File: src/rtl/spi_device_fifo.sv
// Oversampled SPI slave with TX/RX FIFOs and valid/ready user handshakes.
// sck/ssn/mosi are synchronised into wb_clk_i; all four CPOL/CPHA modes are supported.
module spi_device_fifo #(
  parameter int unsigned WORD_W      = 8,
  parameter int unsigned FIFO_DEPTH  = 4,
  parameter int unsigned CPOL        = 0,
  parameter int unsigned CPHA        = 0,
  parameter int unsigned SYNC_STAGES = 2
) (
  input  logic                              wb_clk_i,
  input  logic                              wb_rst_i,
  input  logic                              sck,
  input  logic                              ssn,
  input  logic                              mosi,
  output logic                              miso,
  output logic                              miso_oeb,
  input  logic [WORD_W-1:0]                 tx_data,
  input  logic                              tx_valid,
  output logic                              tx_ready,
  output logic [WORD_W-1:0]                 rx_data,
  output logic                              rx_valid,
  input  logic                              rx_ready,
  output logic [$clog2(FIFO_DEPTH+1)-1:0]   tx_level,
  output logic [$clog2(FIFO_DEPTH+1)-1:0]   rx_level,
  output logic                              tx_underrun,
  output logic                              rx_overrun,
  output logic                              busy
);

  localparam int unsigned PtrW = $clog2(FIFO_DEPTH);
  localparam int unsigned CntW = $clog2(WORD_W);
  localparam int unsigned LvlW = $clog2(FIFO_DEPTH + 1);
  localparam logic [CntW-1:0] CntLast = CntW'(WORD_W - 1);
  localparam logic [LvlW-1:0] LvlFull = LvlW'(FIFO_DEPTH);
  localparam logic SckIdle    = (CPOL != 0);
  localparam bit   SampleRise = (CPOL == CPHA);
  localparam bit   Cpha1      = (CPHA != 0);

  typedef enum logic [1:0] {StIdle, StLoad, StShift} state_e;

  logic [SYNC_STAGES-1:0] sck_sync_q, ssn_sync_q, mosi_sync_q;
  logic                   sck_prev_q, ssn_prev_q;
  logic                   sck_s, ssn_s, mosi_s;
  logic                   sample_edge, launch_edge, ssn_fall;

  always_ff @(posedge wb_clk_i) begin
    if (wb_rst_i) begin
      sck_sync_q  <= {SYNC_STAGES{SckIdle}};
      ssn_sync_q  <= '1;
      mosi_sync_q <= '0;
      sck_prev_q  <= SckIdle;
      ssn_prev_q  <= 1'b1;
    end else begin
      sck_sync_q  <= {sck_sync_q[SYNC_STAGES-2:0], sck};
      ssn_sync_q  <= {ssn_sync_q[SYNC_STAGES-2:0], ssn};
      mosi_sync_q <= {mosi_sync_q[SYNC_STAGES-2:0], mosi};
      sck_prev_q  <= sck_s;
      ssn_prev_q  <= ssn_s;
    end
  end

  assign sck_s       = sck_sync_q[SYNC_STAGES-1];
  assign ssn_s       = ssn_sync_q[SYNC_STAGES-1];
  assign mosi_s      = mosi_sync_q[SYNC_STAGES-1];
  assign sample_edge = SampleRise ? (sck_s & ~sck_prev_q) : (~sck_s & sck_prev_q);
  assign launch_edge = SampleRise ? (~sck_s & sck_prev_q) : (sck_s & ~sck_prev_q);
  assign ssn_fall    = ~ssn_s & ssn_prev_q;

  logic [WORD_W-1:0] tx_mem_q [FIFO_DEPTH];
  logic [WORD_W-1:0] rx_mem_q [FIFO_DEPTH];
  logic [PtrW-1:0]   tx_wptr_q, tx_rptr_q, rx_wptr_q, rx_rptr_q;
  logic [LvlW-1:0]   tx_lvl_q, rx_lvl_q;
  logic              tx_push, tx_pop, rx_push, rx_pop, rx_push_req, tx_empty, rx_full;

  state_e            state_q, state_d;
  logic [CntW-1:0]   cnt_q, cnt_d;
  logic [WORD_W-1:0] tx_sh_q, tx_sh_d, load_word, rx_word;
  logic [WORD_W-2:0] rx_sh_q, rx_sh_d;
  logic              miso_q, miso_d, underrun_q, underrun_d, overrun_q;

  assign tx_empty = (tx_lvl_q == '0);
  assign rx_full  = (rx_lvl_q == LvlFull);
  assign tx_ready = (tx_lvl_q != LvlFull);
  assign tx_push  = tx_valid & tx_ready;
  assign rx_valid = (rx_lvl_q != '0);
  assign rx_pop   = rx_valid & rx_ready;
  assign rx_word  = {rx_sh_q, mosi_s};
  // A completed word is dropped when RX is full; a same-cycle pop does not make room.
  assign rx_push  = rx_push_req & ~rx_full;

  always_comb begin
    state_d     = state_q;
    cnt_d       = cnt_q;
    tx_sh_d     = tx_sh_q;
    rx_sh_d     = rx_sh_q;
    miso_d      = miso_q;
    load_word   = '0;
    tx_pop      = 1'b0;
    rx_push_req = 1'b0;
    underrun_d  = 1'b0;
    unique case (state_q)
      StIdle: begin
        miso_d = 1'b0;
        cnt_d  = '0;
        if (ssn_fall) state_d = StLoad;
      end
      StLoad: begin
        tx_pop     = ~tx_empty;
        underrun_d = tx_empty;
        load_word  = tx_empty ? '0 : tx_mem_q[tx_rptr_q];
        cnt_d      = '0;
        if (Cpha1) begin
          tx_sh_d = load_word;
        end else begin
          miso_d  = load_word[WORD_W-1];
          tx_sh_d = load_word << 1;
        end
        state_d = StShift;
      end
      StShift: begin
        // CPHA=0: the trailing edge after a word's last sample must not advance the next word.
        if (launch_edge && (Cpha1 || (cnt_q != '0))) begin
          miso_d  = tx_sh_q[WORD_W-1];
          tx_sh_d = tx_sh_q << 1;
        end
        if (sample_edge) begin
          rx_sh_d = rx_word[WORD_W-2:0];
          if (cnt_q == CntLast) begin
            rx_push_req = 1'b1;
            cnt_d       = '0;
            state_d     = StLoad;
          end else begin
            cnt_d = cnt_q + CntW'(1);
          end
        end
      end
      default: state_d = StIdle;
    endcase
    if (ssn_s) begin
      state_d     = StIdle;
      miso_d      = 1'b0;
      cnt_d       = '0;
      tx_pop      = 1'b0;
      rx_push_req = 1'b0;
      underrun_d  = 1'b0;
    end
  end

  always_ff @(posedge wb_clk_i) begin
    if (wb_rst_i) begin
      state_q    <= StIdle;
      cnt_q      <= '0;
      tx_sh_q    <= '0;
      rx_sh_q    <= '0;
      miso_q     <= 1'b0;
      underrun_q <= 1'b0;
      overrun_q  <= 1'b0;
      tx_wptr_q  <= '0;
      tx_rptr_q  <= '0;
      rx_wptr_q  <= '0;
      rx_rptr_q  <= '0;
      tx_lvl_q   <= '0;
      rx_lvl_q   <= '0;
    end else begin
      state_q    <= state_d;
      cnt_q      <= cnt_d;
      tx_sh_q    <= tx_sh_d;
      rx_sh_q    <= rx_sh_d;
      miso_q     <= miso_d;
      underrun_q <= underrun_d;
      overrun_q  <= rx_push_req & rx_full;
      if (tx_push) tx_wptr_q <= tx_wptr_q + PtrW'(1);
      if (tx_pop)  tx_rptr_q <= tx_rptr_q + PtrW'(1);
      if (rx_push) rx_wptr_q <= rx_wptr_q + PtrW'(1);
      if (rx_pop)  rx_rptr_q <= rx_rptr_q + PtrW'(1);
      if (tx_push && !tx_pop) tx_lvl_q <= tx_lvl_q + LvlW'(1);
      else if (!tx_push && tx_pop) tx_lvl_q <= tx_lvl_q - LvlW'(1);
      if (rx_push && !rx_pop) rx_lvl_q <= rx_lvl_q + LvlW'(1);
      else if (!rx_push && rx_pop) rx_lvl_q <= rx_lvl_q - LvlW'(1);
    end
  end

  always_ff @(posedge wb_clk_i) begin
    if (tx_push) tx_mem_q[tx_wptr_q] <= tx_data;
    if (rx_push) rx_mem_q[rx_wptr_q] <= rx_word;
  end

  assign rx_data     = rx_mem_q[rx_rptr_q];
  assign tx_level    = tx_lvl_q;
  assign rx_level    = rx_lvl_q;
  assign miso        = miso_q;
  assign miso_oeb    = ssn_s;
  assign busy        = ~ssn_s;
  assign tx_underrun = underrun_q;
  assign rx_overrun  = overrun_q;

endmodule
File: config.mk
export PLATFORM = sky130hd
export DESIGN_NAME = spi_device_fifo
export DESIGN_NICKNAME = d
export VERILOG_FILES = /design/src/rtl/spi_device_fifo.sv
export SDC_FILE = /design/constraint.sdc
export NUM_CORES = 1
export LEC_CHECK = 0
export ABC_CLOCK_PERIOD_IN_PS = 7200
export CORE_ASPECT_RATIO = 0.5
export CORE_UTILIZATION = 62
export DETAILED_ROUTE_END_ITERATION = 12
export PLACE_DENSITY_LB_ADDON = 0.12
export REMOVE_ABC_BUFFERS = 1
export SYNTH_ARGS = -nofsm -noshare
export SYNTH_HDL_FRONTEND = slang
export SYNTH_SLANG_ARGS = --single-unit
File: constraint.sdc
create_clock -name wb_clk_i -period 7.2 [get_ports wb_clk_i]
set_input_delay 1.08 -clock wb_clk_i [delete_from_list [all_inputs] [get_ports wb_clk_i]]
set_output_delay 1.08 -clock wb_clk_i [all_outputs]
set_load 0.005 [all_outputs]
==> impl_metrics.tcl, run 1 <==
set metrics [dict create \
    gp_congestion 0.7895 \
    htree_levels 3 \
    max-vdd-ir-drop_v 0.0002180 \
    dr.pass1.iters 4 \
    num_vias 2462 \
    grt_pass1_wl_mm 11.59 \
    fin_hold_ws_ns 0.4078 \
    clk_pin_slew_worst_paths_ns 0.07 \
    cts-buffers-inserted 9 \
    grt_max_degree 39 \
    clk_path_buf_depth 2 \
    die_x_um 122.0 \
    syn_area_sq_um 4464 \
    drc 0 \
    cp-start-kind "register" \
    antenna_left 0 \
    syn_to_final_growth_pct 16.14 \
    final_nets 379 \
    hp-class "register to register" \
    maxCapViolCount 0 \
    ctsResizeCount 0 \
    hpwl_mm 4.853 \
    synth_top_family_by_area "multiplexers" \
    ys_types 39 \
    setup_viol 0 \
    p_leak_nw 1.853 \
    synth_seq_cells 112 \
    portBuffers 35 \
    drt_iter0_drc 182 \
    postCtsSetupRepairBufs 0 \
    clkPwrFrac 0.373 \
    switchingPower_mw 0.2796 \
    wl_per_cell_um 16.51 \
    p_sw_frac 0.2162 \
    drive_gt1_frac 0.1063 \
    cp-end-kind "register" \
    clock.fmax_ghz 0.2863 \
    ys_seq_area_frac 0.6457 \
    start_util 0.6535 \
    synth_fa_ha_area_frac 0.06222 \
    fin_worst_skew_ns 0.006406 \
    grt_pass1_vias 2369 \
    cts_tree "built" \
    synth-simple-area-share 0.08520 \
    synth_compound_gate_area_share 0.05521 \
    fin_cells 440 \
    min_period_ns 3.493 \
    synth_xor_xnor_area_share 0.01962 \
    n_antenna_cell 0 \
    synth_largest_area_cell "edfxtp_1" \
    clock_sinks 112 \
    yosysWarnings 0 \
    p_int_mw 1.014 \
    power_frac_seq 0.551 \
    synth_top_area_frac 0.4305 \
    synth_area_leaders "edfxtp_1 (43%), dfxtp_1 (22%), mux4_2 (7.6%)" \
    fp.coreArea_sq_um 6832 \
    cts_hold_repair.buffers 0 \
    worst_pin_slew_ns 0.6931 \
    pwr-share-comb 0.076 \
    cp.arrival_ns 3.76 \
    dp_cells 424 \
    clk_latency_ns 0.34 \
    fin_crit_sh 0.4851 \
    drt_wl_total_mm 7.265 \
    die_height_um 62 \
    synthCells 308 \
    tns_ns 0 \
    crit_type "register to register" \
    vias_per_cell 5.595 \
    dieArea_sq_um 7564 \
    groute.usage.overall 0.2158 \
    synth.mux.area_fraction 0.1093 \
    drv_slew 0 \
    cp_data_required_time_ns 7.47 \
    outcome "completed" \
    avgSynthCellArea_sq_um 14.49 \
    cts_root_buf "clkbuf_16" \
    crit_fanout 14 \
    powerDensity_nw_per_um2 249.4 \
    final-hold-violation-count 0 \
    rsz0062_at_grt "no" \
    p_total_mw 1.293 \
    worst_slew_margin_rel 0.5365 \
    antenna_found_initial 0 \
    core.rowCount 21 \
    pin_count 36 \
    gr-total-overflow 0 \
]
## logic make-up (layout without fill, tap and decap cells)
family | count (synthesis) | in the layout
flops | 112 | 112
simple gates | 73 | 73
compound gates | 37 | 37
mux | 30 | 30
buf+inv | 25 | 65
fa+ha+maj | 21 | 21
xor+xnor | 10 | 10
## power groups by stage
stage | Clock [mW] | Sequential, mW | Combinational [mW]
2_1_floorplan | 0 | 0.724 | 0.0553
3_3_place_gp | 0 | 0.726 | 0.0924
3_5_place_dp | 0 | 0.727 | 0.0982
4_1_cts | 0.494 | 0.713 | 0.0989
5_1_grt | 0.517 | 0.715 | 0.110
6_report | 0.482 | 0.713 | 0.0981
## cell usage in the layout, fill, tap and decap left out, types with 7 or more instances in the layout
cell              n
dfxtp_1          48
clkdlybuf4s50_1  35
clkbuf_16        10
nor2_1           32
a22oi_1           9
xor2_1            7
mux4_2           15
ha_1             19
a21oi_1          13
and2_1            8
nor2b_1           7
mux2i_1          15
inv_1            13
edfxtp_1         64
a211oi_1          7
## path summary, 6_finish.rpt
kind	from	endpoint	slack, ns	cells past startpoint
max	state_q[0]	rx_level[2]	3.71	10
min	ssn_sync_q[0]	ssn_sync_q[1]	0.41	1
max reg2reg	state_q[0]	rx_level[2]	3.71	10
min reg2reg	ssn_sync_q[0]	ssn_sync_q[1]	0.41	1
## per-stage QoR
stage,instance area (sq um),util,setup WS [ns]
after detailed placement,4885,0.7150,3.706
after global routing,5185,0.7590,3.439
after CTS,5185,0.7590,3.683
final,5185,0.7590,3.707
after floorplan,4412,-,4.208
after global placement,4885,0.7150,3.938
## synth_stat cells, drive strengths merged
cell type / number
a211oi: 7
a21bo: 1
a21boi: 1
a21o: 1
a21oi: 13
a22oi: 9
and2: 9
and3: 1
buf: 4
clkbuf: 8
dfxtp: 48
edfxtp: 64
fa: 2
ha: 19
inv: 13
mux2i: 15
mux4: 15
nand2: 4
nand2b: 4
nand3: 3
nand3b: 2
nor2: 32
nor2b: 7
nor3: 2
nor3b: 2
nor4: 2
o21ai: 3
o22ai: 1
o31ai: 1
or2: 2
or3: 3
xnor2: 3
xor2: 7
## registers in the layout (all words and copies together) (netlist names), 3 cells and up, named ones only
| signal | count |
|---|---|
| rx_sh_q | 7 |
| tx_sh_q | 7 |
| cnt_q | 3 |
| rx_mem_q | 32 |
| tx_mem_q | 32 |
| rx_level | 3 |
| tx_level | 3 |
## metal layers
| layer | vias to the layer above | track usage | wire, um |
|---|---|---|---|
| met1 | 1216 | 0.2363 | 3019 |
| met2 | 50 | 0.4052 | 3890 |
| li1 | 1190 | - | - |
| met4 | 0 | 0.06349 | 43 |
| met3 | 6 | 0.08120 | 312 |
| met5 | - | 0 | 0 |
## layout make-up
type	instances	area [sq um]
sequential	112	2883
fill	427	1647
multi-input combinational	171	1480
timing repair buffer	36	357.8
clock buffer	12	267.8
tap	92	115.1
inverter	13	48.80
clock inverter	4	32.53
## worst max-delay path: stages, from the launching register on
cell and delay, ns:
dfxtp_1 0.36, inv_1 0.09, ha_1 0.46, nand3b_1 0.58, nor4_4 0.58, ha_1 0.28, inv_1 0.06, fa_1 0.37
xor2_1 0.16, or3_1 0.31, a21oi_1 0.16
Power figures use the tool's default switching activity.
==> inputs of run 2 (changes only) <==
--- a/config.mk
+++ b/config.mk
@@ -5,9 +5,9 @@
 export SDC_FILE = /design/constraint.sdc
 export NUM_CORES = 1
 export LEC_CHECK = 0
-export ABC_CLOCK_PERIOD_IN_PS = 7200
+export ABC_CLOCK_PERIOD_IN_PS = 3200
 export CORE_ASPECT_RATIO = 0.5
-export CORE_UTILIZATION = 62
+export CORE_UTILIZATION = 52
 export DETAILED_ROUTE_END_ITERATION = 12
 export PLACE_DENSITY_LB_ADDON = 0.12
 export REMOVE_ABC_BUFFERS = 1
==> constraint.sdc (replaced) <==
create_clock -name wb_clk_i -period 3.2 [get_ports wb_clk_i]
set_input_delay 0.48 -clock wb_clk_i [delete_from_list [all_inputs] [get_ports wb_clk_i]]
set_output_delay 0.48 -clock wb_clk_i [all_outputs]
set_load 0.005 [all_outputs]
==> impl_metrics.tcl, run 2 (synthesis results as in run 1) <==
set metrics [dict create \
    outcome "completed" \
    clock_sinks 112 \
    die_x_um 133.0 \
    core.rowCount 23 \
    dp_cells 446 \
    portBuffers 35 \
    rr_worst_depth 10 \
    rsz0062_at_grt "no" \
    cp_data_required_time_ns 3.47 \
    clk_latency_ns 0.35 \
    fin_crit_sh 0.8258 \
    drc 0 \
    maxCapViolCount 0 \
    reg2reg_slack_ns 0.56 \
    drt_wl_total_mm 7.213 \
    dieArea_sq_um 8983 \
    endpoint "rx_level[2]" \
    reg.largest.list "rx_mem_q (32), tx_mem_q (32)" \
    groute.usage.overall 0.1840 \
    gr-total-overflow 0 \
    worst_pin_slew_ns 0.5648 \
    pwr-share-comb 0.076 \
    cp.arrival_ns 2.92 \
    gp_congestion 0.7283 \
    setup_viol 0 \
    final-hold-violation-count 0 \
    grt_pass1_wl_mm 11.90 \
    ctsResizeCount 0 \
    cp-start-kind "register" \
    postLayoutCoreUtil 0.6361 \
    final_common_cell "edfxtp_1" \
    clk_path_buf_depth 2 \
    cts-buffers-inserted 9 \
    cts_tree "built" \
    cp-startpoint "cnt_q[0]" \
    cp-end-kind "register" \
    p_sw_frac 0.2233 \
    fin_cells 462 \
    max-vdd-ir-drop_v 0.0003953 \
    htree_levels 3 \
    powerDensity_nw_per_um2 547.0 \
    postCtsSetupRepairBufs 0 \
    crit_fanout 7 \
    crit_type "register to register" \
    num_vias 2427 \
    worst_slew_margin_rel 0.6229 \
    syn_to_final_growth_pct 16.45 \
    antenna_left 0 \
    start_util 0.5462 \
    hpwl_mm 4.883 \
    final_cell_mix "edfxtp_1 (64), dfxtp_1 (48), clkdlybuf4s50_1 (35), nor2_1 (32), ha_1 (19)" \
    clock.fmax_ghz 0.3784 \
    drive_gt1_frac 0.1114 \
    reg2reg_from "cnt_q[0]" \
    power_frac_seq 0.564 \
    die_height_um 67.52 \
    tns_ns 0 \
    p_leak_nw 1.846 \
    fin_worst_skew_ns 0.004274 \
    clkPwrFrac 0.360 \
    min_period_ns 2.642 \
    grt_max_degree 38 \
    wl_per_cell_um 15.61 \
    drt_iter0_drc 118 \
    vias_per_cell 5.253 \
    dr.pass1.iters 6 \
    cts_root_buf "clkbuf_16" \
    n_antenna_cell 0 \
    antenna_found_initial 0 \
    fp.coreArea_sq_um 8173 \
    drv_slew 0 \
    worstReg2RegEnd "rx_level[2]" \
    cts_hold_repair.buffers 0 \
    hp-class "register to register" \
    pin_count 36 \
    p_int_mw 2.209 \
    clk_pin_slew_worst_paths_ns 0.07 \
    switchingPower_mw 0.6350 \
    final_nets 381 \
    grt_pass1_vias 2459 \
]
==> run 2: metal layers <==
layer | up-vias | share of wire | global-route usage
li1 | 1196 | - | -
met2 | 33 | 0.52 | 0.3488
met4 | 0 | 0.017 | 0.08046
met3 | 10 | 0.038 | 0.06006
met5 | - | 0 | 0
met1 | 1188 | 0.42 | 0.1932
==> run 2: per-stage QoR <==
stage	hold WS (ns)	setup slack, ns	power [mW]	instance area, sq um
floorplan	0.3895	0.2081	1.753	4412
global placement	0.3944	0.6765	1.843	4925
detailed placement	0.3945	0.5546	1.855	4925
CTS	0.4113	0.5256	2.870	5199
global route	0.4205	0.3592	2.956	5199
finish	0.4095	0.5575	2.844	5199
==> run 2: power by group through the flow <==
stage	Sequential [mW]	Combinational (mW)	Clock (mW)
CTS	1.60	0.219	1.05
global route	1.61	0.241	1.11
finish	1.60	0.216	1.02
floorplan	1.63	0.125	0
detailed placement	1.64	0.219	0
global placement	1.63	0.210	0
==> run 2: critical path, cell delays in order, from the launching register on <==
cell and delay (ns):
dfxtp_1 0.38, ha_1 0.16, ha_1 0.19, inv_1 0.09, nor4_4 0.43, ha_1 0.26
inv_1 0.06, fa_1 0.38, xor2_1 0.16, or3_1 0.30, a21oi_1 0.16
==> run 2: how the worst min path moves through the flow <==
stage               cells after the start          start             to  slack, ns
floorplan                               1  ssn_sync_q[0]  ssn_sync_q[1]       0.39
global placement                        1  ssn_sync_q[0]  ssn_sync_q[1]       0.39
detailed placement                      1  ssn_sync_q[0]  ssn_sync_q[1]       0.39
CTS                                     1  ssn_sync_q[0]  ssn_sync_q[1]       0.41
global route                            1  ssn_sync_q[0]  ssn_sync_q[1]       0.42
finish                                  1  ssn_sync_q[0]  ssn_sync_q[1]       0.41
==> run 2: cell type report <==
class / instances / area [sq um]
fillers: 623 / 2974
flip-flops and latches: 112 / 2883
multi-input cells: 171 / 1480
repair buffers: 38 / 372.9
clock buffers: 10 / 229.0
well taps: 112 / 140.1
inverters: 13 / 48.80
clock inverters: 6 / 45.04
==> inputs of run 3 (changes only) <==
--- a/config.mk
+++ b/config.mk
@@ -5,9 +5,9 @@
 export SDC_FILE = /design/constraint.sdc
 export NUM_CORES = 1
 export LEC_CHECK = 0
-export ABC_CLOCK_PERIOD_IN_PS = 3200
+export ABC_CLOCK_PERIOD_IN_PS = 2600
 export CORE_ASPECT_RATIO = 0.5
-export CORE_UTILIZATION = 52
+export CORE_UTILIZATION = 57
 export DETAILED_ROUTE_END_ITERATION = 12
 export PLACE_DENSITY_LB_ADDON = 0.12
 export REMOVE_ABC_BUFFERS = 1
==> constraint.sdc (replaced) <==
create_clock -name wb_clk_i -period 2.6 [get_ports wb_clk_i]
set_input_delay 0.39 -clock wb_clk_i [delete_from_list [all_inputs] [get_ports wb_clk_i]]
set_output_delay 0.39 -clock wb_clk_i [all_outputs]
set_load 0.005 [all_outputs]
==> impl_metrics.tcl, run 3 (synthesis results as in run 1) <==
set metrics [dict create \
    outcome "completed" \
    maxCapViolCount 0 \
    fin_cells 461 \
    htree_levels 3 \
    fin_hold_ws_ns 0.4245 \
    n_antenna_cell 0 \
    min_period_ns 2.442 \
    worstReg2RegEnd "rx_level[2]" \
    pin_count 36 \
    use_met2 0.3654 \
    groute.usage.overall 0.1999 \
    num_vias 2502 \
    cts-buffers-inserted 9 \
    worst_slew_margin_rel 0.5966 \
    clk_path_buf_depth 2 \
    drt_wl_total_mm 7.495 \
    die_height_um 64.58 \
    cts_tree "built" \
    grt_max_degree 38 \
    final_common_cell "edfxtp_1" \
    dieArea_sq_um 8212 \
    cts_root_buf "clkbuf_16" \
    reg.largest.list "rx_mem_q (32), tx_mem_q (32)" \
    dp_cells 445 \
    p_leak_nw 1.889 \
    crit_type "register to register" \
    drive_gt1_frac 0.1161 \
    hpwl_mm 5.038 \
    worst_pin_slew_ns 0.6042 \
    final_nets 384 \
    syn_to_final_growth_pct 17.82 \
    dr.pass1.iters 4 \
    clock.fmax_ghz 0.4095 \
    drv_slew 0 \
    postCtsSetupRepairBufs 0 \
    clk_pin_slew_worst_paths_ns 0.07 \
    final-hold-violation-count 0 \
    fin_worst_skew_ns 0.005499 \
    fp.coreArea_sq_um 7460 \
    use_met3 0.05533 \
    final_cell_mix "edfxtp_1 (64), dfxtp_1 (48), clkdlybuf4s50_1 (35), nor2_1 (32), ha_1 (19)" \
    antenna_left 0 \
    cp-startpoint "cnt_q[0]" \
    start_util 0.5985 \
    powerDensity_nw_per_um2 695.5 \
    gr-total-overflow 0 \
    p_total_mw 3.659 \
    endpoint "rx_level[2]" \
    fin_crit_sh 0.9391 \
    die_x_um 127.2 \
    grt_pass1_vias 2495 \
    hp-start "ssn_sync_q[0]" \
    rsz0062_at_grt "no" \
    antenna_found_initial 0 \
    cp_data_required_time_ns 2.87 \
    rr_worst_depth 10 \
    ctsResizeCount 0 \
    crit_fanout 4 \
    cp-end-kind "register" \
    grt_pass1_wl_mm 12.12 \
    reg2reg_from "cnt_q[0]" \
    max-vdd-ir-drop_v 0.0005390 \
    hp-class "register to register" \
    gp_congestion 0.7228 \
    tns_ns 0 \
    core.rowCount 22 \
    setup_viol 0 \
    portBuffers 35 \
    cp-start-kind "register" \
    reg2reg_slack_ns 0.16 \
    top_usage_layer "met2" \
    vias_per_cell 5.427 \
    use_met1 0.2383 \
    cts_hold_repair.buffers 0 \
    fillers 500 \
    cp.arrival_ns 2.71 \
    drc 0 \
    clock_sinks 112 \
    clk_latency_ns 0.33 \
    wl_per_cell_um 16.26 \
    drt_iter0_drc 244 \
]
[run 3: cell count changes in the layout (fill, tap and decap cells not counted), sizes merged]
| cell | delta |
|---|---|
| inv | -1 |
| bufinv | +1 |
| clkinvlp | -2 |
| buf | +3 |
| clkbuf | +2 |
[run 3: layout make-up]
class	count	area, sq um	share of cell area
Multi-Input combinational cell	171	1480	0.2814
Clock buffer	12	267.8	0.05090
Tap cell	108	135.1	0.02569
Sequential cell	112	2883	0.5480
Clock inverter	4	50.05	0.009515
Inverter	13	48.80	0.009277
Timing Repair Buffer	41	395.4	0.07517
[run 3: how the worst min path moves through the flow]
stage | endpoint | cells after the start
after global routing | ssn_sync_q[1] | 1
after CTS | ssn_sync_q[1] | 1
after detailed placement | ssn_sync_q[1] | 1
final | ssn_sync_q[1] | 1
after global placement | ssn_sync_q[1] | 1
after floorplan | ssn_sync_q[1] | 1
[run 3: report_power, final]
part	leakage (nW)	internal [mW]	switching [mW]
logic	0.754	0.137	0.140
registers	0.983	1.93	0.0450
clock network	0.152	0.831	0.574
[run 3: layer usage]
metal / routed length (um) / vias to the layer above
met5: 0 / -
met4: 66 / 0
met3: 263 / 7
met2: 3900 / 49
met1: 3263 / 1248
li1: - / 1198
[run 3: worst max-delay path, cell delays in order, from the launching register on]
cell and delay, ns:
dfxtp_1 0.38, ha_1 0.18, ha_1 0.19, inv_1 0.09, nor4_4 0.29, ha_1 0.23, inv_1 0.06, fa_1 0.37
xor2_1 0.16, or3_1 0.30, a21oi_1 0.14
[run 3: stage by stage]
step	worst slack, ns	area, sq um	util
5_1_grt	0.04028	5260	0.7051
6_report	0.1583	5260	0.7051
3_5_place_dp	0.1775	4942	0.6625
4_1_cts	0.1634	5260	0.7051
2_1_floorplan	-0.3919	4412	-
3_3_place_gp	0.2857	4942	0.6625
